===== config.mk =====
export PLATFORM = sky130hd
export DESIGN_NAME = axil_reg_master
export DESIGN_NICKNAME = d
export VERILOG_FILES = /design/src/rtl/dma_regs_pkg.sv /design/src/rtl/axil_reg_master.sv
export SDC_FILE = /design/constraint.sdc
export NUM_CORES = 1
export LEC_CHECK = 0
export CORE_MARGIN = 3
export CORE_UTILIZATION = 37
export CTS_CLUSTER_DIAMETER = 150
export DETAILED_ROUTE_END_ITERATION = 8
export GPL_TIMING_DRIVEN = 0
export PLACE_DENSITY = 0.77
export SETUP_SLACK_MARGIN = 0.3
export SYNTH_ARGS = -nofsm -noshare
export SYNTH_HDL_FRONTEND = slang
export SYNTH_SLANG_ARGS = --single-unit

===== constraint.sdc =====
create_clock -name clk -period 2.7 [get_ports clk]
set_clock_uncertainty 0.2 [all_clocks]
set_input_delay 0.54 -clock clk [delete_from_list [all_inputs] [get_ports clk]]
set_output_delay 0.54 -clock clk [all_outputs]
set_load 0.005 [all_outputs]

===== src/rtl/dma_regs_pkg.sv =====
// Shared definitions for the DMA configuration register map and the AXI-Lite
// register master that programs it.
package dma_regs_pkg;

    // Register byte offsets of the DMA configuration slave
    localparam logic [5:0] CTRL      = 6'h00;
    localparam logic [5:0] INTR_EN   = 6'h04;
    localparam logic [5:0] INTR_STAT = 6'h0C;
    localparam logic [5:0] RADDR     = 6'h10;
    localparam logic [5:0] WADDR     = 6'h20;
    localparam logic [5:0] BTT       = 6'h30;

    localparam logic [1:0] RESP_OKAY   = 2'b00;
    localparam logic [1:0] RESP_SLVERR = 2'b10;

    typedef enum logic [2:0] {
        StIdle,
        StWr,
        StWrB,
        StRdAr,
        StRdR,
        StRsp
    } axil_mst_state_t;

endpackage


===== src/rtl/axil_reg_master.sv =====
// AXI4-Lite initiator: turns a command/response stream into single register
// transactions, one outstanding at a time, and counts error responses.
module axil_reg_master
    import dma_regs_pkg::*;
#(
    parameter int unsigned ADDR_WIDTH    = 6,
    parameter int unsigned DATA_WIDTH    = 32,
    parameter int unsigned ERR_CNT_WIDTH = 16
) (
    input  logic                     clk,
    input  logic                     rstn,
    input  logic                     cmd_valid,
    output logic                     cmd_ready,
    input  logic                     cmd_write,
    input  logic [ADDR_WIDTH-1:0]    cmd_addr,
    input  logic [DATA_WIDTH-1:0]    cmd_wdata,
    input  logic [DATA_WIDTH/8-1:0]  cmd_wstrb,
    output logic                     rsp_valid,
    input  logic                     rsp_ready,
    output logic                     rsp_write,
    output logic [DATA_WIDTH-1:0]    rsp_rdata,
    output logic [1:0]               rsp_resp,
    output logic [ERR_CNT_WIDTH-1:0] err_count,
    output logic [ADDR_WIDTH-1:0]    m_awaddr,
    output logic [2:0]               m_awprot,
    output logic                     m_awvalid,
    input  logic                     m_awready,
    output logic [DATA_WIDTH-1:0]    m_wdata,
    output logic [DATA_WIDTH/8-1:0]  m_wstrb,
    output logic                     m_wvalid,
    input  logic                     m_wready,
    input  logic [1:0]               m_bresp,
    input  logic                     m_bvalid,
    output logic                     m_bready,
    output logic [ADDR_WIDTH-1:0]    m_araddr,
    output logic [2:0]               m_arprot,
    output logic                     m_arvalid,
    input  logic                     m_arready,
    input  logic [DATA_WIDTH-1:0]    m_rdata,
    input  logic [1:0]               m_rresp,
    input  logic                     m_rvalid,
    output logic                     m_rready
);

    if (DATA_WIDTH != 32) begin : g_bad_data_width
        $error("axil_reg_master: DATA_WIDTH must be 32");
    end

    axil_mst_state_t state_q, state_d;

    logic                     awvalid_q, awvalid_d;
    logic                     wvalid_q, wvalid_d;
    logic                     arvalid_q, arvalid_d;
    logic                     bready_q, bready_d;
    logic                     rready_q, rready_d;
    logic                     rsp_valid_q, rsp_valid_d;
    logic [DATA_WIDTH-1:0]    rsp_rdata_q, rsp_rdata_d;
    logic [1:0]               rsp_resp_q, rsp_resp_d;
    logic [ERR_CNT_WIDTH-1:0] err_count_q, err_count_d;

    logic [ADDR_WIDTH-1:0]    addr_q;
    logic [DATA_WIDTH-1:0]    wdata_q;
    logic [DATA_WIDTH/8-1:0]  wstrb_q;
    logic                     write_q;

    logic       accept;
    logic       aw_done;
    logic       w_done;
    logic       resp_cap;
    logic [1:0] cap_resp;

    assign cmd_ready = (state_q == StIdle) & rstn;
    assign accept    = cmd_valid & cmd_ready;

    always_ff @(posedge clk) begin
        if (!rstn) begin
            state_q     <= StIdle;
            awvalid_q   <= 1'b0;
            wvalid_q    <= 1'b0;
            arvalid_q   <= 1'b0;
            bready_q    <= 1'b0;
            rready_q    <= 1'b0;
            rsp_valid_q <= 1'b0;
            rsp_rdata_q <= '0;
            rsp_resp_q  <= '0;
            err_count_q <= '0;
        end else begin
            state_q     <= state_d;
            awvalid_q   <= awvalid_d;
            wvalid_q    <= wvalid_d;
            arvalid_q   <= arvalid_d;
            bready_q    <= bready_d;
            rready_q    <= rready_d;
            rsp_valid_q <= rsp_valid_d;
            rsp_rdata_q <= rsp_rdata_d;
            rsp_resp_q  <= rsp_resp_d;
            err_count_q <= err_count_d;
        end
    end

    // Command payload is only loaded in IDLE, so it stays stable while any VALID is high.
    always_ff @(posedge clk) begin
        if (accept) begin
            addr_q  <= cmd_addr;
            wdata_q <= cmd_wdata;
            wstrb_q <= cmd_wstrb;
            write_q <= cmd_write;
        end
    end

    always_comb begin
        state_d     = state_q;
        awvalid_d   = awvalid_q;
        wvalid_d    = wvalid_q;
        arvalid_d   = arvalid_q;
        bready_d    = bready_q;
        rready_d    = rready_q;
        rsp_valid_d = rsp_valid_q;
        rsp_rdata_d = rsp_rdata_q;
        rsp_resp_d  = rsp_resp_q;
        err_count_d = err_count_q;
        resp_cap    = 1'b0;
        cap_resp    = RESP_OKAY;
        // A channel is done once its VALID has dropped or is handshaking now.
        aw_done     = ~awvalid_q | m_awready;
        w_done      = ~wvalid_q | m_wready;

        unique case (state_q)
            StIdle: begin
                if (accept) begin
                    if (cmd_write) begin
                        state_d   = StWr;
                        awvalid_d = 1'b1;
                        wvalid_d  = 1'b1;
                    end else begin
                        state_d   = StRdAr;
                        arvalid_d = 1'b1;
                    end
                end
            end
            StWr: begin
                if (m_awready) awvalid_d = 1'b0;
                if (m_wready)  wvalid_d  = 1'b0;
                if (aw_done && w_done) begin
                    state_d  = StWrB;
                    bready_d = 1'b1;
                end
            end
            StWrB: begin
                if (m_bvalid) begin
                    state_d     = StRsp;
                    bready_d    = 1'b0;
                    rsp_valid_d = 1'b1;
                    rsp_rdata_d = '0;
                    rsp_resp_d  = m_bresp;
                    resp_cap    = 1'b1;
                    cap_resp    = m_bresp;
                end
            end
            StRdAr: begin
                if (m_arready) begin
                    state_d   = StRdR;
                    arvalid_d = 1'b0;
                    rready_d  = 1'b1;
                end
            end
            StRdR: begin
                if (m_rvalid) begin
                    state_d     = StRsp;
                    rready_d    = 1'b0;
                    rsp_valid_d = 1'b1;
                    rsp_rdata_d = m_rdata;
                    rsp_resp_d  = m_rresp;
                    resp_cap    = 1'b1;
                    cap_resp    = m_rresp;
                end
            end
            StRsp: begin
                if (rsp_ready) begin
                    state_d     = StIdle;
                    rsp_valid_d = 1'b0;
                end
            end
            default: state_d = StIdle;
        endcase

        if (resp_cap && cap_resp != RESP_OKAY && err_count_q != '1) begin
            err_count_d = err_count_q + ERR_CNT_WIDTH'(1);
        end
    end

    assign rsp_valid = rsp_valid_q;
    assign rsp_write = write_q;
    assign rsp_rdata = rsp_rdata_q;
    assign rsp_resp  = rsp_resp_q;
    assign err_count = err_count_q;

    assign m_awaddr  = addr_q;
    assign m_awprot  = 3'b000;
    assign m_awvalid = awvalid_q;
    assign m_wdata   = wdata_q;
    assign m_wstrb   = wstrb_q;
    assign m_wvalid  = wvalid_q;
    assign m_bready  = bready_q;
    assign m_araddr  = addr_q;
    assign m_arprot  = 3'b000;
    assign m_arvalid = arvalid_q;
    assign m_rready  = rready_q;

endmodule


==> flow_metrics.tcl, run 1 <==
set metrics [dict create \
    status "completed" \
    grt_max_degree 47 \
    pwr-share-comb_pct 24.3 \
    clk_path_buf_depth 2 \
    core_sq_um 11000 \
    yosys.area.top_type "edfxtp_1" \
    syn_inst 369 \
    wl_um 11900 \
    synth_ff_type "dfxtp_1" \
    grt_pass1_vias 3536 \
    peakVddDrop_mv 0.449 \
    synth_cell_types 51 \
    routedWlPerCell_um 16.3 \
    yosysMostFrequentCell "dfxtp_1" \
    yosysSeqAreaShare_pct 58.5 \
    drt_first_pass_iters 5 \
    grt_usage_pct 18.1 \
    crit_path_end_kind "flip-flop" \
    setup_viol 0 \
    min_period_ps 2390 \
    tightestPinTransition_ps 904 \
    seqCellArea_sq_um 2470 \
    fmax_ghz 0.419 \
    fin_cells 725 \
    port_buffers 192 \
    p_per_area_nw_per_um2 622 \
    dp.cells 706 \
    overflow 0 \
    ys_top_cells_by_area "edfxtp_1 (31%), dfxtp_1 (28%), mux2i_1 (9.5%)" \
    final_max_slew_viol_count 0 \
    cts_made_buffers 9 \
    startpoint_type "input port" \
    drtIter0Drc 171 \
    ys_ff_latch 102 \
    synth_adder_area_share_pct 0.296 \
    antenna_found_initial 0 \
    clock_sinks 102 \
    synthTopCellsByCount "dfxtp_1 (59), edfxtp_1 (43), mux2i_1 (40), nor2_1 (39), and2_1 (35)" \
    cp_cell_sequence "clkdlybuf4s50_1 > nand2b_1 > o32a_1 > buf_2 > buf_6 > nor4_1 > mux2i_1" \
    grt_pass1_wl_um 18600 \
    cap_violations 0 \
    muxShareOfSynthArea_pct 9.74 \
    synthXorXnorAreaFrac_pct 0 \
    path_class "in -> reg" \
    worst-path-buf-inv 3 \
    cp_top_family "buffers and inverters" \
    avgSynthCellArea_sq_um 11.5 \
    drc_errors 0 \
    sw_frac_of_total_pct 26.3 \
    h-tree-depth 3 \
    syn_to_final_growth_pct 58.9 \
    hold_viol_final 0 \
    cp_max_fo 10 \
    relSlewSlack_pct 39.2 \
    initial_core_util_pct 38.5 \
    cts_root_buf "clkbuf_16" \
    clockPowerShare_pct 31.5 \
    final_nets 669 \
    synthesis.area_sq_um 4230 \
    path_clk_slew_ps 70 \
    fin_crit_sh_pct 88.3 \
    async_flop_share_pct 0 \
    ys_warn_count 0 \
    p_sw_mw 1.10 \
    cp_slowest_stage_delay_ps 510 \
    dieArea_sq_um 12700 \
    routabilityCongestion 0.916 \
    fp.dieH_um 113 \
    num-fill-cells 936 \
    rsz0062_at_grt "yes" \
    multi_input_area_sq_um 1600 \
    regToRegStartpoint "err_count[4]" \
    leakage_nw 2.37 \
    io_pins 200 \
    insertedDiodeCount 0 \
    synth_edf_count 43 \
    synth_top_family_by_area "simple AND/OR/NAND/NOR gates" \
    dp_hpwl_um 9050 \
    num_vias 3588 \
    viasPerCell 4.95 \
    fp.dieW_um 113 \
    synth_top_area_share_pct 30.6 \
    antenna_left 0 \
    clock_latency_ps 340 \
    crit_slowest_cell "clkdlybuf4s50_1" \
    synth-compound-area-share_pct 6.78 \
    cts_tree "done" \
    synth-simple-area-share_pct 19.4 \
    worstPathArrival_ps 2450 \
    p_seq_share_pct 44.2 \
    cp-startpoint "m_rvalid" \
    drive_gt1_share_pct 9.57 \
    hold_class "reg -> reg" \
    rows 38 \
    worstPathRequired_ps 2770 \
    hold-worst-slack_ps 260 \
    internal-power_mw 3.08 \
    hold_start "m_rready" \
]
worst register-to-register path, stage by stage, from the launching register on:
cell,delay (ps)
dfxtp_1,470
nand4_1,290
nor4_1,820
nor4_1,150
mux2i_1,160
routing by layer:
| layer | up-vias | GRT usage (%) | share of wire [%] |
|---|---|---|---|
| met2 | 194 | 31.1 | 48 |
| met1 | 1640 | 21.8 | 40 |
| met3 | 14 | 5.72 | 11 |
| li1 | 1740 | - | - |
| met4 | 0 | 5.37 | 1.2 |
| met5 | - | 0 | 0 |
per-stage QoR:
stage               setup TNS, ps  instance area, sq um  power (mW)  utilization [%]  setup WS [ps]
global route                    0                  6710        4.38             61.1            262
finish                          0                  6710        4.18             61.1            315
CTS                             0                  6670        4.22             60.7            334
global placement             -100                  6340        2.87             57.8          -89.4
floorplan                       0                  4250        2.36                -            443
detailed placement          -75.6                  6340        2.89             57.8          -42.9
final cells by class:
type / instances / area share, %
Clock buffer: 9 / 3.35
Multi-Input combinational cell: 233 / 23.8
Sequential cell: 102 / 36.8
Clock inverter: 7 / 1.21
Timing Repair Buffer: 195 / 28.9
Tap cell: 140 / 2.61
Inverter: 5 / 0.280
Buffer: 34 / 3.00
final timing paths:
path         depth (start not counted)            end  slack, ps
min                                  2       m_rready        260
max                                  7  err_count[10]        310
min reg2reg                          2       m_rready        260
max reg2reg                          4  err_count[10]        480
power by group through the flow:
stage / Combinational [mW] / Clock [mW] / Sequential, mW
finish: 1.01 / 1.32 / 1.85
global route: 1.10 / 1.42 / 1.87
CTS: 1.03 / 1.34 / 1.85
detailed placement: 1.01 / 0 / 1.88
global placement: 0.991 / 0 / 1.87
floorplan: 0.477 / 0 / 1.88
cells by family after synthesis:
kind of cell,count (synthesis)
adder cells (fa/ha/maj),1
AO/OA/AOI/OAI,42
buffers and inverters,39
multiplexers,41
AND/OR/NAND/NOR,143
flip-flops,102
other,1
cell usage in the layout (no fill, tap or decap), types with 4 or more instances in the layout:
cell type,count
a211oi_1,5
a21oi_1,12
and2_1,34
buf_2,7
buf_4,18
clkbuf_1,9
clkbuf_16,9
clkdlybuf4s50_1,191
conb_1,6
dfxtp_1,59
edfxtp_1,43
inv_1,4
mux2i_1,40
nand2_1,11
nand2b_1,6
nand3_1,8
nand3b_1,4
nand4_1,8
nor2_1,39
nor4_1,5
o21ai_0,4
o31ai_1,6
or4_1,7
state kept, by name, summed over array words and instances (netlist names):
| signal | cells |
|---|---|
| m_wdata | 32 |
| m_wstrb | 4 |
| m_wvalid | 1 |
| m_awvalid | 1 |
| rsp_resp | 2 |
| rsp_write | 1 |
| rsp_valid | 1 |
| m_arvalid | 1 |
| err_count | 16 |
| m_araddr | 6 |
| state_q | 3 |
| rsp_rdata | 32 |
| m_bready | 1 |
| m_rready | 1 |
what timing repair did:
action / 4_1_cts / 5_1_grt
resized for setup: 4 / 6
pin swaps: 0 / 1
endpoints found under the setup margin: 5 / 12
setup buffers: 0 / 3
hold buffers: 0 / 0
Note: power is estimated with default switching activity, not from simulation.
==> run 2: changes to the inputs <==
--- a/config.mk
+++ b/config.mk
@@ -6,11 +6,11 @@
 export NUM_CORES = 1
 export LEC_CHECK = 0
 export CORE_MARGIN = 3
-export CORE_UTILIZATION = 37
+export CORE_UTILIZATION = 41
 export CTS_CLUSTER_DIAMETER = 150
 export DETAILED_ROUTE_END_ITERATION = 8
 export GPL_TIMING_DRIVEN = 0
-export PLACE_DENSITY = 0.77
+export PLACE_DENSITY = 0.81
 export SETUP_SLACK_MARGIN = 0.3
 export SYNTH_ARGS = -nofsm -noshare
 export SYNTH_HDL_FRONTEND = slang
==> constraint.sdc (replaced) <==
create_clock -name clk -period 2.3 [get_ports clk]
set_clock_uncertainty 0.2 [all_clocks]
set_input_delay 0.46 -clock clk [delete_from_list [all_inputs] [get_ports clk]]
set_output_delay 0.46 -clock clk [all_outputs]
set_load 0.005 [all_outputs]
==> flow_metrics.tcl, run 2 (synthesis gave the netlist of run 1 again) <==
set metrics [dict create \
    status "completed" \
    p_per_area_nw_per_um2 665 \
    drtIter0Drc 139 \
    dp_hpwl_um 9040 \
    core_sq_um 9910 \
    routabilityCongestion 0.874 \
    fp.dieW_um 108 \
    fin_area_sq_um 6990 \
    port_buffers 192 \
    p_seq_share_pct 46.9 \
    final_common_cell "clkdlybuf4s50_1" \
    dieArea_sq_um 11600 \
    worstPathRequired_ps 1640 \
    drc_errors 0 \
    pwr-share-comb_pct 30.3 \
    overflow 0 \
    worst-path-buf-inv 2 \
    clock_latency_ps 360 \
    post_dp_cell_area_sq_um 6350 \
    relSlewSlack_pct 57.5 \
    grt_pass1_wl_um 19000 \
    viasPerCell 5.12 \
    grt_pass1_vias 3695 \
    clock_sinks 102 \
    cp_max_fo 9 \
    num_vias 3781 \
    final_nets 689 \
    initial_core_util_pct 42.6 \
    p_sw_mw 1.31 \
    insertedDiodeCount 0 \
    routedWlPerCell_um 17.3 \
    internal-power_mw 3.33 \
    final_cell_mix "clkdlybuf4s50_1 (179), edfxtp_1 (43), dfxtp_1 (42), mux2i_1 (40), nor2_1 (39)" \
    hold_viol_final 0 \
    cp_top_family "flip-flops" \
    worstPathArrival_ps 1380 \
    path_clk_slew_ps 110 \
    fp.dieH_um 108 \
    fmax_ghz 0.491 \
    clockPowerShare_pct 22.8 \
    cts_tree "done" \
    io_pins 200 \
    leakage_nw 2.52 \
    grt_usage_pct 20.9 \
    antenna_found_initial 0 \
    cp_cell_sequence "buf_8 > nor4b_4 > buf_4" \
    setup_viol 0 \
    syn_to_final_growth_pct 65.4 \
    min_period_ps 2040 \
    h-tree-depth 3 \
    startpoint_type "flip-flop" \
    tightestPinTransition_ps 637 \
    grt_max_degree 47 \
    hold_class "in -> reg" \
    crit_path_end_kind "output port" \
    cts_root_buf "clkbuf_8" \
    num-fill-cells 732 \
    finish.utilization_pct 70.5 \
    rsz0062_at_grt "yes" \
    antenna_left 0 \
    rows 36 \
    peakVddDrop_mv 0.362 \
    fin_crit_sh_pct 88.5 \
    cts_made_buffers 9 \
    final_max_slew_viol_count 0 \
    cap_violations 0 \
    drive_gt1_share_pct 18.8 \
    crit_slowest_cell "dfxtp_4" \
    clk_path_buf_depth 2 \
    wl_um 12800 \
    path_class "reg -> out" \
    cp_slowest_stage_delay_ps 380 \
    drt_first_pass_iters 5 \
    sw_frac_of_total_pct 28.3 \
]
run 2: changes by cell type in the layout (fill, tap and decap cells not counted), moves of 5 or more:
cell	before	now
buf_4	18	36
dfxtp_1	59	42
dfxtp_2	0	13
clkdlybuf4s50_1	191	179
clkbuf_8	0	10
clkbuf_16	9	1
dlygate4sd2_1	1	9
buf_2	7	1
a21oi_1	12	7
a21oi_2	1	6
nor4_4	1	6
run 2: path summary, 6_finish.rpt:
| path | slack (ps) | endpoint | cells after the start | from |
|---|---|---|---|---|
| worst max-delay path | 260 | cmd_ready | 3 | state_q[2] |
| worst min register to register | 290 | m_rready | 2 | m_rready |
| worst max register to register | 290 | err_count[12] | 5 | state_q[0] |
| worst min-delay path | 270 | err_count[6] | 3 | rstn |
run 2: area by class of cell:
cell class                 count  area [sq um]  area share, %
multi-input combinational    234          1750           25.0
clock buffer                  10           128           1.83
buffer                        34           264           3.78
clock inverter                 6          53.8          0.770
timing repair buffer         214          2110           30.1
sequential                   102          2500           35.8
inverter                       5          18.8          0.268
tap                          133           166           2.38
run 2: power by group through the flow:
stage | Sequential [mW] | Clock [mW] | Combinational [mW]
3_3_place_gp | 2.20 | 0 | 1.17
6_report | 2.18 | 1.06 | 1.41
2_1_floorplan | 2.21 | 0 | 0.578
4_1_cts | 2.17 | 1.10 | 1.23
3_5_place_dp | 2.21 | 0 | 1.19
5_1_grt | 2.20 | 1.16 | 1.51
run 2: worst reg2reg max path, delay by kind of cell (launching register included):
kind	cells	cell delay (ps)
simple gates	2	670
compound gates	2	540
flops	1	370
buf+inv	1	170
run 2: metal layers:
layer	vias up	global-route usage [%]	share of wire, %
met2	211	37.9	51
met3	31	6.96	10
met4	0	7.03	1.7
met1	1762	22.7	36
met5	-	0	0
li1	1777	-	-
run 2: stage by stage:
| stage | TNS [ps] | worst slack (ps) | power, mW | hold WS, ps | instances |
|---|---|---|---|---|---|
| after global placement | -3720 | -300 | 3.37 | 240 | 699 |
| after CTS | 0 | 202 | 4.50 | 249 | 725 |
| after floorplan | 0 | 380 | 2.79 | 241 | 374 |
| after global routing | 0 | 190 | 4.87 | 274 | 738 |
| final | 0 | 265 | 4.65 | 274 | 738 |
| after detailed placement | -4980 | -350 | 3.40 | 246 | 699 |
run 2: what timing repair did:
| action | in CTS | in global routing |
|---|---|---|
| gates cloned | 1 | 2 |
| buffers inserted | 9 | 11 |
| setup endpoints to repair | 73 | 99 |
| gates resized for setup | 43 | 52 |
| pin swaps | 9 | 18 |
| hold buffers | 0 | 0 |
